File: src/rtl/dmem_dump_pkg.sv
// Shared definitions for the data-memory dump engine: FSM state encoding
// and the default debug-port geometry of the data BRAM.
package dmem_dump_pkg;

    localparam int DMEM_ADDR_WIDTH  = 10;
    localparam int DMEM_DATA_WIDTH  = 32;
    localparam int DUMP_COUNT_WIDTH = 9;
    localparam int DUMP_WORD_BYTES  = 4;

    typedef enum logic [1:0] {
        DUMP_IDLE  = 2'd0,
        DUMP_FETCH = 2'd1,
        DUMP_SEND  = 2'd2,
        DUMP_DONE  = 2'd3
    } dump_state_e;

endpackage

File: src/rtl/dmem_dump.sv
// Data-memory read-back engine. Walks a word-aligned region of the data
// BRAM through its combinational debug read port and streams each word,
// tagged with its byte address, over a valid/ready interface. While a dump
// is active, busy is high so the core can be stalled and memory frozen.
module dmem_dump
    import dmem_dump_pkg::*;
#(
    parameter int ADDR_WIDTH = DMEM_ADDR_WIDTH,
    parameter int DATA_WIDTH = DMEM_DATA_WIDTH
) (
    input  logic                        clk,
    input  logic                        rst,
    input  logic                        start,
    input  logic [ADDR_WIDTH-1:0]       base_addr,
    input  logic [DUMP_COUNT_WIDTH-1:0] word_count,
    input  logic                        abort,
    output logic [ADDR_WIDTH-1:0]       mem_addr,
    input  logic [DATA_WIDTH-1:0]       mem_data,
    output logic                        m_valid,
    input  logic                        m_ready,
    output logic [DATA_WIDTH-1:0]       m_data,
    output logic [ADDR_WIDTH-1:0]       m_addr,
    output logic                        m_last,
    output logic                        busy,
    output logic                        done
);

    localparam logic [ADDR_WIDTH-1:0] WORD_STEP  = ADDR_WIDTH'(DUMP_WORD_BYTES);
    localparam logic [ADDR_WIDTH-1:0] ALIGN_MASK = ~ADDR_WIDTH'(DUMP_WORD_BYTES - 1);

    dump_state_e                 state_q, state_d;
    logic [ADDR_WIDTH-1:0]       rd_addr_q, rd_addr_d;
    logic [DUMP_COUNT_WIDTH-1:0] remaining_q, remaining_d;
    logic                        m_valid_q, m_valid_d;
    logic                        m_last_q, m_last_d;
    logic [DATA_WIDTH-1:0]       m_data_q, m_data_d;
    logic [ADDR_WIDTH-1:0]       m_addr_q, m_addr_d;
    logic                        busy_q, busy_d;
    logic                        done_q, done_d;
    logic                        handshake;

    assign handshake = m_valid_q & m_ready;

    // Next-state logic: FSM, address/word counters and the output beat register.
    always_comb begin
        state_d     = state_q;
        rd_addr_d   = rd_addr_q;
        remaining_d = remaining_q;
        m_valid_d   = m_valid_q;
        m_last_d    = m_last_q;
        m_data_d    = m_data_q;
        m_addr_d    = m_addr_q;

        case (state_q)
            DUMP_IDLE: begin
                if (start) begin
                    // Low address bits are dropped: the dump is always word aligned.
                    rd_addr_d   = base_addr & ALIGN_MASK;
                    remaining_d = word_count;
                    state_d     = (word_count == '0) ? DUMP_DONE : DUMP_FETCH;
                end
            end
            DUMP_FETCH: begin
                if (abort) begin
                    m_valid_d = 1'b0;
                    m_last_d  = 1'b0;
                    state_d   = DUMP_IDLE;
                end else begin
                    m_data_d  = mem_data;
                    m_addr_d  = rd_addr_q;
                    rd_addr_d = rd_addr_q + WORD_STEP;
                    m_last_d  = (remaining_q == DUMP_COUNT_WIDTH'(1));
                    m_valid_d = 1'b1;
                    state_d   = DUMP_SEND;
                end
            end
            DUMP_SEND: begin
                // Abort wins over a same-cycle handshake; that beat is dropped.
                if (abort) begin
                    m_valid_d = 1'b0;
                    m_last_d  = 1'b0;
                    state_d   = DUMP_IDLE;
                end else if (handshake) begin
                    remaining_d = remaining_q - DUMP_COUNT_WIDTH'(1);
                    if (m_last_q) begin
                        m_valid_d = 1'b0;
                        m_last_d  = 1'b0;
                        state_d   = DUMP_DONE;
                    end else begin
                        // Refill the beat register in the handshake cycle so a
                        // continuously ready sink gets one word per clock.
                        m_data_d  = mem_data;
                        m_addr_d  = rd_addr_q;
                        rd_addr_d = rd_addr_q + WORD_STEP;
                        m_last_d  = (remaining_q == DUMP_COUNT_WIDTH'(2));
                    end
                end
            end
            DUMP_DONE: begin
                state_d = DUMP_IDLE;
            end
            default: begin
                state_d = DUMP_IDLE;
            end
        endcase

        // Status outputs are registered from the next state so they line up
        // with the state they describe.
        done_d = (state_d == DUMP_DONE);
        busy_d = (state_d != DUMP_IDLE);
    end

    // State and output registers; asynchronous reset clears every output.
    always_ff @(posedge clk or negedge rst) begin
        if (!rst) begin
            state_q     <= DUMP_IDLE;
            rd_addr_q   <= '0;
            remaining_q <= '0;
            m_valid_q   <= 1'b0;
            m_last_q    <= 1'b0;
            m_data_q    <= '0;
            m_addr_q    <= '0;
            busy_q      <= 1'b0;
            done_q      <= 1'b0;
        end else begin
            state_q     <= state_d;
            rd_addr_q   <= rd_addr_d;
            remaining_q <= remaining_d;
            m_valid_q   <= m_valid_d;
            m_last_q    <= m_last_d;
            m_data_q    <= m_data_d;
            m_addr_q    <= m_addr_d;
            busy_q      <= busy_d;
            done_q      <= done_d;
        end
    end

    assign mem_addr = rd_addr_q;
    assign m_valid  = m_valid_q;
    assign m_last   = m_last_q;
    assign m_data   = m_data_q;
    assign m_addr   = m_addr_q;
    assign busy     = busy_q;
    assign done     = done_q;

endmodule

File: config.mk
export PLATFORM = sky130hd
export DESIGN_NAME = dmem_dump
export DESIGN_NICKNAME = d
export VERILOG_FILES = /design/src/rtl/dmem_dump_pkg.sv /design/src/rtl/dmem_dump.sv
export SDC_FILE = /design/constraint.sdc
export NUM_CORES = 1
export LEC_CHECK = 0
export CAP_MARGIN = 10
export CORE_MARGIN = 10
export CORE_UTILIZATION = 45
export DETAILED_ROUTE_END_ITERATION = 7
export DONT_BUFFER_PORTS = 1
export HOLD_SLACK_MARGIN = 0.05
export MAX_ROUTING_LAYER = met4
export PLACE_DENSITY = 0.56
export SLEW_MARGIN = 20
export SYNTH_ARGS = -nofsm -noshare
export SYNTH_HDL_FRONTEND = slang
export SYNTH_SLANG_ARGS = --single-unit
File: constraint.sdc
create_clock -name clk -period 2.8 [get_ports clk]
set_clock_uncertainty 0.2 [all_clocks]
set_input_delay 0 -clock clk [delete_from_list [all_inputs] [get_ports clk]]
set_output_delay 0 -clock clk [all_outputs]
set_load 0.05 [all_outputs]
==> reports/qor.txt <==
Synthesized area per cell: 11.5 µm²
First-pass GRT wire length: 13,200 µm
Wirelength, routed: 8010 µm
Synth async-reset ratio: 1.00
Final critical-path share of the clock period: 0.908
Sequential share of the synthesized area: 0.496
Total standard cell area after synthesis: 0.00318 mm²
DRC viols: 0
Start-to-end type of the worst setup path: flip-flop to flip-flop
Fin crit period: 2.54 ns
Placeable core region: 0.00683 mm²
Pins over their slew limit: 0
Post-Route Setup TNS: 0 ns
Detailed Route Iter0 Violations: 74
Hpwl dp: 5320 µm
Worst-path fanout max: 29
Diode count: 0
Slowest cell on crit path: dlygate4sd3_1
Y dimension of the die: 104 µm
Longest individual stage delay on the worst path: 0.55 ns
Area overhead of the layout relative to synthesis: 33.3%
Number of search-and-repair iterations in the first detailed-routing pass: 4
Area occupied by registers: 0.00158 mm²
Most used flip-flop cell after synthesis: dfrtp_1
Clk pin slew, worst setup/hold paths: 0.08 ns
Dominant cells by area after synthesis: dfrtp_1 50%, mux2_2 15%, ha_1 3.5%
All-layer global routing usage: 0.154
Count of input and output buffers: 0
Hold WC Path Type: input pin to async pin
Full die area: 0.0108 mm²
Filler cell count in the final layout: 561
Most frequent standard cell in the layout excluding fill and tap cells: dlygate4sd3_1
Crit-path leading delay family: buffers and inverters
Crit. Startpoint: state_q[0]
Largest buffer count on any clock path: 2
Total number of vias: 2,439
Startpoint of the worst register-to-register path: state_q[0]
Category of the worst setup path capture point: flip-flop
Final hold violations: 0
Max_slew headroom: 0.552
Largest net degree at the start of global routing: 64
Final-stage net count: 416
I/O pin count: 112
Number of global-route vias before repair: 2,447
Fraction of post-synthesis cell area in the top cell type by area: 0.496
Buf/Inv on CP: 3
Remaining number of nets flagged by the antenna check after routing: 0
Total clock sinks: 63
Req. time, crit path: 2.87 ns
Overall overflow remaining after global route: 0
Clock root buffer master: clkbuf_8
Synthesized instance count: 276
Max-cap viol count: 0
Final RePlAce weighted congestion: 0.819
Crit path cell chain: inv_1 -> ha_1 -> buf_4 -> mux2i_1 -> a21oi_4 -> a21oi_1 -> a21oi_1 -> dlygate4sd3_1
Sort of element at the start of the critical path: flip-flop
Total number of placement rows: 30
Result of the run: complete, no violations
Cts bufs inserted: 9
Arrival time of data at the critical path endpoint: 2.61 ns
Antenna violations before repair: 0
Worst-skew pair later-pin latency: 0.33 ns
Clock tree from TritonCTS: yes
Count of endpoints failing setup in the final report: 0
Least-Margin Pin Slew: 0.672 ns
Most used cells in the layout excluding fill and tap cells: 69 x dlygate4sd3_1, 63 x dfrtp_1, 41 x mux2_2, 17 x nand3_1, 15 x nand2_1
Register bit count reported by yosys: 63
Unrepaired setup endpoints after global routing: no
Fraction of layout instances using a drive strength above 1: 0.202
Post-synth cell types: 45
Detailed-route vias per instance: 5.40
Starting utilization of the core area: 0.466
Achievable clock frequency: 0.393 GHz
Setup Buffers After CTS: 0
Post-synth EDFFs: 0
Cell type with the highest occurrence count on the critical path: a21oi_1
Multi-input gate area in the final layout: 0.00149 mm²
Average wire per cell in the routed design: 17.7 µm
Number of H-tree branching levels: 3
YS warnings: 0
Cell type with the largest total area after synthesis: dfrtp_1
Floorplan die width: 104 µm
worst min-delay path, cell delays in order:
cell	delay, ns
dlygate4sd3_1	0.62
buf_16	0.13
buf_16	0.26
area by class of cell:
cell class,instances,share of cell area
clock buffer,10,0.0325
inverter,12,0.0106
clock inverter,6,0.0159
tap,96,0.0283
sequential,63,0.372
timing repair buffer,77,0.189
multi-input combinational,188,0.351
flip-flops by register name (all words and copies together), names as in the netlist:
name	count
m_data	32
remaining_q	9
m_addr	8
mem_addr	8
state_q	2
busy	1
done	1
m_last	1
m_valid	1
worst paths after layout:
path	slack (ns)	cells past startpoint	endpoint
max in group asynchronous	2.03	3	remaining_q[1]
min in group clk	0.15	2	m_data[24]
max	0.26	8	remaining_q[2]
min	0.08	3	remaining_q[7]
max reg2reg	0.26	8	remaining_q[2]
min reg2reg	0.34	1	m_last
layer usage:
metal	track usage	part of all wire
met1	0.175	0.43
met3	0.0589	0.064
met2	0.249	0.50
met5	-	0
met4	0.0388	0.0069
synth_stat cells, types with 2 or more instances:
library cell,count
a21oi_1,10
a21oi_2,3
a31oi_1,4
and4_1,2
buf_2,6
buf_4,5
clkbuf_1,3
dfrtp_1,63
ha_1,9
inv_1,12
mux2_2,41
mux2i_1,11
nand2_1,16
nand2b_1,7
nand3_1,17
nand3b_1,10
nand4_1,2
nand4b_1,2
nor2_1,5
nor2b_1,2
nor3_1,2
nor3b_1,4
nor4_1,3
o211ai_1,3
o21ai_0,9
o22a_1,3
o22ai_1,3
o32ai_1,2
kinds of logic (layout without fill, tap and decap cells):
kind of cell	Yosys count	count (layout)	share of synthesized area
muxes	52	52	0.180
AOI/OAI and AO/OA	43	43	0.0921
other	1	4	0.00118
and+or+nand+nor	80	80	0.152
DFF	63	63	0.496
adders and majority gates	9	9	0.0354
buffers and inverters	28	105	0.0437
what timing repair did:
| item | CTS | global route |
|---|---|---|
| hold buffers | 71 | 0 |
| gates resized for setup | 0 | 2 |
| endpoints found under the hold margin | 118 | 0 |
| setup endpoints to repair | 0 | 3 |
through the flow:
step	hold slack (ns)	area (µm²)	util	instances	setup WS, ns
2_1_floorplan	-0.496	3190	-	279	0.827
3_3_place_gp	-0.493	3280	0.480	365	0.652
6_report	0.0782	4240	0.621	452	0.258
5_1_grt	0.100	4240	0.621	452	0.0434
4_1_cts	0.0806	4230	0.619	452	0.171
3_5_place_dp	-0.494	3280	0.480	365	0.615
Power is left out: the tool's default activity adds up to more than one toggle a clock period on the data nets, which glitch-free logic cannot reach.
